`config.mk`:
```
export PLATFORM = sky130hd
export DESIGN_NAME = nibble_sequencer
export DESIGN_NICKNAME = d
export VERILOG_FILES = /design/src/rtl/nibble_sequencer.sv
export SDC_FILE = /design/constraint.sdc
export NUM_CORES = 1
export LEC_CHECK = 0
export BUFFER_PORTS_ARGS = -buffer_cell sky130_fd_sc_hd__buf_2
export CORE_ASPECT_RATIO = 0.9
export CORE_MARGIN = 3
export CORE_UTILIZATION = 30
export CTS_BUF_LIST = sky130_fd_sc_hd__clkbuf_4
export DETAILED_ROUTE_END_ITERATION = 12
export GPL_ROUTABILITY_DRIVEN = 0
export PLACE_DENSITY_LB_ADDON = 0.12
export SLEW_MARGIN = 5
export SYNTH_ARGS = -nofsm -noshare
export SYNTH_HDL_FRONTEND = slang
export SYNTH_SLANG_ARGS = --single-unit
```
`constraint.sdc`:
```
create_clock -name clk -period 2.6 [get_ports clk]
set_clock_uncertainty 0.15 [all_clocks]
set_input_delay 0.13 -clock clk [delete_from_list [all_inputs] [get_ports clk]]
set_output_delay 0.13 -clock clk [all_outputs]
set_load 0.1 [all_outputs]
```
`src/rtl/nibble_sequencer.sv`:
```
// Multi-nibble hex display sequencer: shows one digit at a time, MSB first, each held then blanked.
// Latency: a value accepted at a clock edge is on binary/blank/dp right after that edge; each digit lasts HOLD_CYCLES+GAP_CYCLES.
// Backpressure: load_ready is high only in IDLE; load_valid while busy is ignored (no capture, no queuing).
// Optional feature: define NIBSEQ_ZERO_SUPPRESS_EN to skip leading zero nibbles (an all-zero value still shows one "0").
module nibble_sequencer #(
  parameter int DIGITS      = 4,
  parameter int HOLD_CYCLES = 8,
  parameter int GAP_CYCLES  = 2
) (
  input  logic                  clk,
  input  logic                  reset,
  input  logic                  load_valid,
  output logic                  load_ready,
  input  logic [4*DIGITS-1:0]   load_data,
  output logic [3:0]            binary,
  output logic                  blank,
  output logic                  dp,
  output logic                  busy
);

  localparam int IW   = $clog2(DIGITS) + 1;
  localparam int CMAX = (HOLD_CYCLES > GAP_CYCLES) ? HOLD_CYCLES : GAP_CYCLES;
  localparam int CW   = $clog2(CMAX) + 1;

  localparam logic [CW-1:0] HOLD_INIT = CW'(HOLD_CYCLES);
  localparam logic [CW-1:0] GAP_INIT  = CW'(GAP_CYCLES);
  localparam logic [CW-1:0] CNT_ONE   = CW'(1);
  localparam logic [IW-1:0] IDX_ONE   = IW'(1);
  localparam logic [IW-1:0] IDX_TOP   = IW'(DIGITS - 1);

  typedef enum logic [1:0] {
    IDLE = 2'd0,
    SHOW = 2'd1,
    GAP  = 2'd2
  } state_t;

  state_t                state_q, state_d;
  logic [IW-1:0]         idx_q, idx_d;
  logic [CW-1:0]         cnt_q, cnt_d;
  logic [4*DIGITS-1:0]   data_q, data_d;
  logic [3:0]            binary_d;
  logic                  blank_d;
  logic                  dp_d;
  logic [IW-1:0]         start_idx;

  // Select nibble i of a value; out-of-range index yields zero.
  function automatic logic [3:0] nib_at(input logic [4*DIGITS-1:0] d, input logic [IW-1:0] i);
    nib_at = 4'h0;
    for (int k = 0; k < DIGITS; k++) begin
      if (i == IW'(k)) nib_at = d[k*4 +: 4];
    end
  endfunction

  // Handshake status comes straight from the state register.
  assign load_ready = (state_q == IDLE);
  assign busy       = (state_q != IDLE);

  // First index to display for the value currently offered on load_data.
  always_comb begin
    start_idx = IDX_TOP;
`ifdef NIBSEQ_ZERO_SUPPRESS_EN
    // Ascending scan: the last nonzero nibble found is the highest one; all-zero leaves index 0.
    start_idx = '0;
    for (int i = 0; i < DIGITS; i++) begin
      if (load_data[i*4 +: 4] != 4'h0) start_idx = IW'(i);
    end
`endif
  end

  // Next-state and next-output logic for the display sequence.
  always_comb begin
    state_d  = state_q;
    idx_d    = idx_q;
    cnt_d    = cnt_q;
    data_d   = data_q;
    binary_d = binary;
    blank_d  = blank;
    dp_d     = dp;

    case (state_q)
      IDLE: begin
        binary_d = 4'h0;
        blank_d  = 1'b1;
        dp_d     = 1'b0;
        if (load_valid) begin
          data_d   = load_data;
          idx_d    = start_idx;
          cnt_d    = HOLD_INIT;
          binary_d = nib_at(load_data, start_idx);
          blank_d  = 1'b0;
          dp_d     = 1'b1;
          state_d  = SHOW;
        end
      end

      SHOW: begin
        if (cnt_q == CNT_ONE) begin
          cnt_d   = GAP_INIT;
          blank_d = 1'b1;
          dp_d    = 1'b0;
          state_d = GAP;
        end else begin
          cnt_d = cnt_q - CNT_ONE;
        end
      end

      GAP: begin
        if (cnt_q == CNT_ONE) begin
          if (idx_q == '0) begin
            cnt_d    = '0;
            binary_d = 4'h0;
            blank_d  = 1'b1;
            dp_d     = 1'b0;
            state_d  = IDLE;
          end else begin
            // dp stays low: only the first shown digit is marked.
            idx_d    = idx_q - IDX_ONE;
            cnt_d    = HOLD_INIT;
            binary_d = nib_at(data_q, idx_q - IDX_ONE);
            blank_d  = 1'b0;
            dp_d     = 1'b0;
            state_d  = SHOW;
          end
        end else begin
          cnt_d = cnt_q - CNT_ONE;
        end
      end

      default: begin
        cnt_d    = '0;
        idx_d    = '0;
        binary_d = 4'h0;
        blank_d  = 1'b1;
        dp_d     = 1'b0;
        state_d  = IDLE;
      end
    endcase
  end

  // State, counters, captured value and registered display outputs; reset abandons any sequence.
  always_ff @(posedge clk or posedge reset) begin
    if (reset) begin
      state_q <= IDLE;
      idx_q   <= '0;
      cnt_q   <= '0;
      data_q  <= '0;
      binary  <= 4'h0;
      blank   <= 1'b1;
      dp      <= 1'b0;
    end else begin
      state_q <= state_d;
      idx_q   <= idx_d;
      cnt_q   <= cnt_d;
      data_q  <= data_d;
      binary  <= binary_d;
      blank   <= blank_d;
      dp      <= dp_d;
    end
  end

endmodule

```
==> results of run 1 <==
registers in the layout (all words and copies together) (netlist names):
signal,count
binary,4
cnt_q,4
state_q,2
idx_q,3
blank,1
data_q,16
dp,1
cells in the mapped netlist, drive strengths merged, types with 2 or more instances:
| cell type | instances | area (um^2) |
|---|---|---|
| dfrtp | 30 | 751 |
| nand2 | 17 | 63.8 |
| mux2 | 12 | 135 |
| ha | 11 | 138 |
| inv | 11 | 41.3 |
| nor2 | 10 | 37.5 |
| nand3 | 9 | 45.0 |
| o21ai | 9 | 45.0 |
| nor2b | 8 | 50.1 |
| a21oi | 5 | 25.0 |
| a32o | 5 | 50.1 |
| clkbuf | 5 | 18.8 |
| a221oi | 4 | 35.0 |
| o311ai | 4 | 35.0 |
| a31o | 2 | 17.5 |
| nor3 | 2 | 10.0 |
what timing repair did:
action                                 4_1_cts  5_1_grt
gates resized for setup                      0        0
setup buffers                                0        0
hold buffers                                17        0
endpoints found under the hold margin       29        0
per-layer routing:
metal  vias up  routed length, um  track usage
met1       652               1960        0.174
met3         6                154       0.0365
li1        674                  -            -
met5         -                  0            0
met4         0                 47       0.0332
met2        24               1740        0.213
layout make-up:
| type | instances | area, um^2 | area share |
|---|---|---|---|
| clock buffers | 5 | 37.5 | 0.0177 |
| repair buffers | 45 | 315 | 0.149 |
| multi-input cells | 112 | 822 | 0.389 |
| flip-flops and latches | 31 | 777 | 0.367 |
| well taps | 67 | 83.8 | 0.0396 |
| inverters | 11 | 41.3 | 0.0195 |
| clock inverters | 3 | 38.8 | 0.0183 |
tightest hold or removal path, cell delays in order:
cell and delay [ns]:
buf_2 0.15, nand3_1 0.13, nand2_1 0.06
worst paths after layout:
| check | from | endpoint | slack [ns] | cells after the start |
|---|---|---|---|---|
| hold / removal | load_valid | data_q[15] | 0.009 | 3 |
| setup reg to reg | cnt_q[1] | idx_q[2] | 0.40 | 6 |
| setup / recovery | cnt_q[1] | idx_q[2] | 0.40 | 6 |
| min in group asynchronous | reset | cnt_q[2] | 0.25 | 3 |
| max in group asynchronous | reset | idx_q[2] | 1.37 | 4 |
| hold reg to reg | data_q[12] | data_q[12] | 0.34 | 2 |
report_power, final:
part | leakage [nW] | internal [mW] | switching (mW)
combinational | 0.561 | 0.530 | 1.03
clock | 0.0426 | 0.198 | 0.182
sequential | 0.382 | 0.705 | 0.128
placed cells by master (no fill, tap or decap), types with 2 or more instances in the layout:
cell type      instances
a221oi_1               4
buf_2                 26
inv_1                 11
nor2b_1                8
nand3_1                9
o21ai_0                8
dfrtp_1               30
a32o_1                 5
dlygate4sd3_1         17
clkbuf_4               5
ha_1                  10
nor3_1                 2
mux2_2                12
buf_4                  2
a31o_2                 2
a21oi_1                5
nor2_1                10
nand2_1               17
o311ai_0               4
cells by family (layout without fill, tap and decap cells):
logic type | Yosys count | count (layout) | share of synthesized area
and+or+nand+nor | 52 | 52 | 0.151
AOI/OAI and AO/OA | 37 | 37 | 0.177
DFF | 31 | 31 | 0.466
buffers and inverters | 17 | 64 | 0.0428
muxes | 12 | 12 | 0.0810
adders and majority gates | 11 | 11 | 0.0825
==> key figures, run 1 <==
Outcome
  • Status: finished, final reports clean

Route
  • DR WL/cell: 14.2 um
  • DRC: 0
  • Number of DRC markers in iteration 0: 40
  • Final WL: 3890 um
  • DRT Pass-1 Iters: 4
  • Via Count: 1356
  • Via-to-Cell Ratio: 4.95
  • Post-DRT Antenna Nets: 0

STA
  • Max-slew headroom: 0.590
  • Setup_tns: 0 ns
  • Fmax: 454 MHz
  • Tcrit/Tclk final: 0.848
  • Final worst slack: just under 0.4 ns
  • Final hold violations: 0
  • Smallest hold slack: 0.00940 ns
  • Fin crit period: 2.20 ns
  • Setup Viol. Count Final: 0
  • Max-slew violation count: 0
  • RSZ-0062 raised after global routing: no
  • Worst Tran Pin Value: 0.614 ns

Worst setup path
  • Critical Path End Type: flip-flop
  • Cell family with most CP delay: compound AO/OA/AOI/OAI gates
  • Max incr delay on CP: 0.50 ns
  • Crit Path Category: reg2reg
  • Slowest stage cell, crit path: a2111oi_4
  • WP buf/inv: 1
  • CP Data Required Time: 2.67 ns
  • Worst Path Max Fanout: 6
  • Startpoint Class: flip-flop
  • Worst path cell trace: inv_1, ha_1, or3b_1, a2111oi_4, o21ai_1, a32o_1
  • Worst Path Arrival: 2.28 ns

Clock network
  • Num CTS Buffers: 5
  • H-tree depth: 2
  • Clk Latency, worst-skew pair: 0.33 ns
  • CTS tree: yes
  • CTS max path bufs: 2
  • Clk slew on worst S/H paths: approximately 0.11 ns
  • CTS Sinks: 31
  • Root buf cell: clkbuf_4

Final layout
  • Share of cells above drive strength 1: 0.266
  • Diode count: 0
  • Fin cells: 274
  • Synth-to-layout area growth: 26.9%
  • Layout Cell Area excl Fill: 0.00212 mm^2
  • Post-route core utilization: 0.398
  • Filler cells: about 550
  • Nets: 236

Synthesis
  • #FFs+latches synth: 31
  • Seq/Total Area, Yosys: 0.466
  • FFs w/ async S/R, synth: 1.00
  • Syn avg cell area: 10.4 um^2
  • Post-synth EDFFs: 0
  • Synth Instances: 160
  • Yosys warns: 0
  • Synth Flop Type: dfrtp_1
  • Synth cell types: 33
  • Post-synth net total: 190
  • Cell Area, Synth: 0.00167 mm^2

Global route
  • Remaining Overflow, GRT: 0
  • Initial antenna violation count: 0
  • Largest net degree at the start of global routing: 18
  • First-pass GRT wire length: 6760 um
  • Total track usage: 0.132
  • Vias in the first global route: 1416

Power
  • PnR Total Power: between 2 and 3 mW
  • Leakage: 0.986 nW
  • P per Cell Area: between 1000 and 1500 mW/mm^2
  • Worst vdd ir: 692 uV

Placement
  • Worst slack at placement: 0.405 ns
  • Inst Count DP: 249
  • Port buffer count: 26
  • Placed cell area: roughly 0.0019 mm^2
  • Post-DP HPWL: 2870 um

Die
  • Die X: 84.6 um
  • Core area: between 0.005 and 0.006 mm^2
  • Initial Util: 0.314
  • Top-Level Pins: 27
  • Std-Cell Rows: 25
  • Die area: around 0.0065 mm^2
  • Die height: between 70 and 80 um

Run
  • Max Cap Viol: 0

Hold path
  • Hold Path Class: in2reg
Power figures use the tool's default switching activity.
==> inputs of run 2 (changes only) <==
Clock period 2.6 ns to 2.1 ns, I/O delays scaled along.
==> run 2 against run 1 <==
Effect of this change:
- wire length grew 7.0%
- worst setup slack got worse by 0.31 ns
- worst hold slack gained 0.15 ns
- sequential share of layout area down 2.6 points
- non-clock buffer count grew 14
- final area rose by 7.7%
- clock power rose by 22%
- die area is the same
- count of clock-buffer cells in the layout unchanged
- sequential cell count unchanged
- first-iteration DRC count grew to 2.6 times the previous value
- critical path depth stayed put
- critical path type unchanged
==> key figures, run 2 (synthesis results as in run 1) <==
Hold path
  • Worst Hold End: dp (was data_q[15])
  • Hold Crit Depth: 4 (was 3)
  • Hold_sp: load_valid (unchanged)
  • Hold Path Class: in2reg (unchanged)

Worst setup path
  • R2r setup slk: 0.08 ns (was 0.40 ns)
  • CP Data Required Time: 2.18 ns (was 2.67 ns)
  • FF-to-FF End: idx_q[2] (unchanged)
  • Startpoint Class: flip-flop (unchanged)
  • Crit Path Category: reg2reg (unchanged)
  • Reg2reg start: cnt_q[1] (unchanged)
  • Critical Path End Type: flip-flop (unchanged)
  • Worst Path Arrival: 2.10 ns (was 2.28 ns)
  • Worst r2r path cells: 6 (unchanged)
  • Worst Path Max Fanout: 4 (was 6)

Route
  • Final WL: 4170 um (was 3890 um)
  • Number of DRC markers in iteration 0: 105 (was 40)
  • DR WL/cell: 14.5 um (was 14.2 um)
  • DRT Pass-1 Iters: 4 (unchanged)
  • Post-DRT Antenna Nets: 0 (unchanged)
  • Via-to-Cell Ratio: 5.01 (was 4.95)
  • Via Count: 1442 (was 1356)
  • DRC: 0 (unchanged)

Clock network
  • Post-CTS repair timing setup buffer count: 0 (unchanged)
  • H-tree depth: 2 (unchanged)
  • Clk slew on worst S/H paths: 0.11 ns (about the same)
  • Num CTS Buffers: 5 (unchanged)
  • Clk Latency, worst-skew pair: 0.33 ns (about the same)
  • CTS max path bufs: 2 (unchanged)
  • CTS tree: yes (unchanged)
  • Root buf cell: clkbuf_4 (unchanged)
  • CTS Sinks: 31 (unchanged)

Die
  • Top-Level Pins: 27 (unchanged)
  • Die height: 76.7 um (unchanged)
  • Die X: 84.6 um (unchanged)
  • Die area: 0.00649 mm^2 (unchanged)
  • Initial Util: 0.314 (unchanged)
  • Core area: 0.00532 mm^2 (unchanged)
  • Std-Cell Rows: 25 (unchanged)

STA
  • Setup Viol. Count Final: 0 (unchanged)
  • Fmax: 496 MHz (was 454 MHz)
  • Final hold violations: 0 (unchanged)
  • Max-slew violation count: 0 (unchanged)
  • Fin crit period: 2.02 ns (was 2.20 ns)
  • Worst Tran Pin Value: 0.512 ns (was 0.614 ns)
  • Tcrit/Tclk final: 0.961 (was 0.848)
  • Smallest hold slack: 0.161 ns (was 0.00940 ns)
  • Max-slew headroom: 0.658 (was 0.590)

Power
  • Clock network power share: 0.125 (was 0.137)
  • Internal power: 1.97 mW (was 1.43 mW)
  • Flop pwr share: 0.283 (was 0.300)
  • P per Cell Area: 1640 mW/mm^2 (was 1310 mW/mm^2)
  • Switching part of the total: 0.473 (was 0.484)
  • Sw Pwr: 1.77 mW (was 1.35 mW)
  • Leakage: 1.05 nW (was 0.986 nW)
  • Power share of the combinational group: 0.592 (was 0.563)
  • Worst vdd ir: 773 uV (was 692 uV)

Final layout
  • Most flop-heavy register: data_q (unchanged)
  • Fin cells: 288 (was 274)
  • Nets: 250 (was 236)
  • Synth-to-layout area growth: 36.6% (was 26.9%)
  • Most common cell after layout, fill and taps aside: dfrtp_1 (unchanged)
  • Diode count: 0 (unchanged)
  • Top Registers: data_q: 16 flops, binary: 4 flops, cnt_q: 4 flops (unchanged)
  • Commonest cells after routing, fill and taps aside: 30 x dfrtp_1, 26 x buf_2, 21 x dlygate4sd3_1, 17 x nand2_1 (was 30 x dfrtp_1, 26 x buf_2, 17 x nand2_1, 17 x dlygate4sd3_1, 12 x mux2_2)
  • Share of cells above drive strength 1: 0.335 (was 0.266)
  • Max FFs per register: 16 (unchanged)

Placement
  • Port buffer count: 26 (unchanged)
  • Post-DP HPWL: 2930 um (was 2870 um)
  • Inst Count DP: 259 (was 249)

Global route
  • Total track usage: 0.135 (was 0.132)
  • First-pass GRT wire length: 6980 um (was 6760 um)
  • Initial antenna violation count: 0 (unchanged)
  • Largest net degree at the start of global routing: 32 (was 18)
  • Remaining Overflow, GRT: 0 (unchanged)
  • Vias in the first global route: 1462 (was 1416)

Run
  • Max Cap Viol: 0 (unchanged)

Outcome
  • Status: finished, final reports clean (unchanged)
==> run 2: changes by cell type in the layout (fill, tap and decap cells not counted), moves of 2 or more <==
cell / change
a221oi_2: +2
inv_1: -3
buf_4: +10
inv_2: +2
dlygate4sd3_1: +4
a221oi_1: -2
==> run 2: per-layer routing <==
metal	track usage	up-vias	wire, um
met4	0.0332	0	48
li1	-	695	-
met3	0.0397	6	206
met5	0	-	0
met1	0.184	705	1940
met2	0.211	36	1980
==> run 2: critical path, cell delays in order (launching register included) <==
cell	delay (ns)
dfrtp_1	0.39
inv_1	0.09
ha_1	0.17
or3b_4	0.43
a2111oi_4	0.37
o21ai_1	0.11
a32o_1	0.21
==> run 2: worst max path at each step <==
| stage | from | to | slack [ns] | cells after the start |
|---|---|---|---|---|
| after detailed placement | cnt_q[1] | idx_q[2] | 0.06 | 6 |
| after floorplan | state_q[1] | cnt_q[3] | -0.002 | 6 |
| final | cnt_q[1] | idx_q[2] | 0.08 | 6 |
| after global routing | cnt_q[1] | idx_q[2] | -0.02 | 6 |
| after CTS | cnt_q[1] | idx_q[2] | 0.04 | 6 |
| after global placement | cnt_q[1] | idx_q[2] | 0.10 | 6 |
==> run 2: stage by stage <==
step / TNS, ns / power [mW] / util / setup WS (ns) / instance area, um^2
3_3_place_gp: 0 / 3.13 / 0.371 / 0.104 / 1970
3_5_place_dp: 0 / 3.17 / 0.371 / 0.0591 / 1970
5_1_grt: -0.0556 / 4.02 / 0.428 / -0.0233 / 2280
4_1_cts: 0 / 3.70 / 0.425 / 0.0401 / 2260
6_report: 0 / 3.73 / 0.428 / 0.0822 / 2280
2_1_floorplan: -0.00196 / 2.67 / - / -0.00196 / 1710
==> run 2: final cells by class <==
type	instances	area [um^2]
Timing Repair Buffer	59	430
Fill cell	535	3040
Clock buffer	5	37.5
Sequential cell	31	777
Multi-Input combinational cell	112	866
Inverter	11	45.0
Tap cell	67	83.8
Clock inverter	3	38.8
==> run 2: timing repair <==
action,in CTS,in global routing
hold endpoints to repair,46,0
hold buffers,21,0
gates resized for setup,0,5
setup endpoints to repair,0,10
==> run 2: power groups by stage <==
stage | registers [mW] | clock network [mW] | logic [mW]
floorplan | 1.31 | 0 | 1.35
global placement | 1.04 | 0 | 2.09
detailed placement | 1.06 | 0 | 2.11
CTS | 1.04 | 0.481 | 2.17
global route | 1.09 | 0.518 | 2.42
finish | 1.06 | 0.465 | 2.21
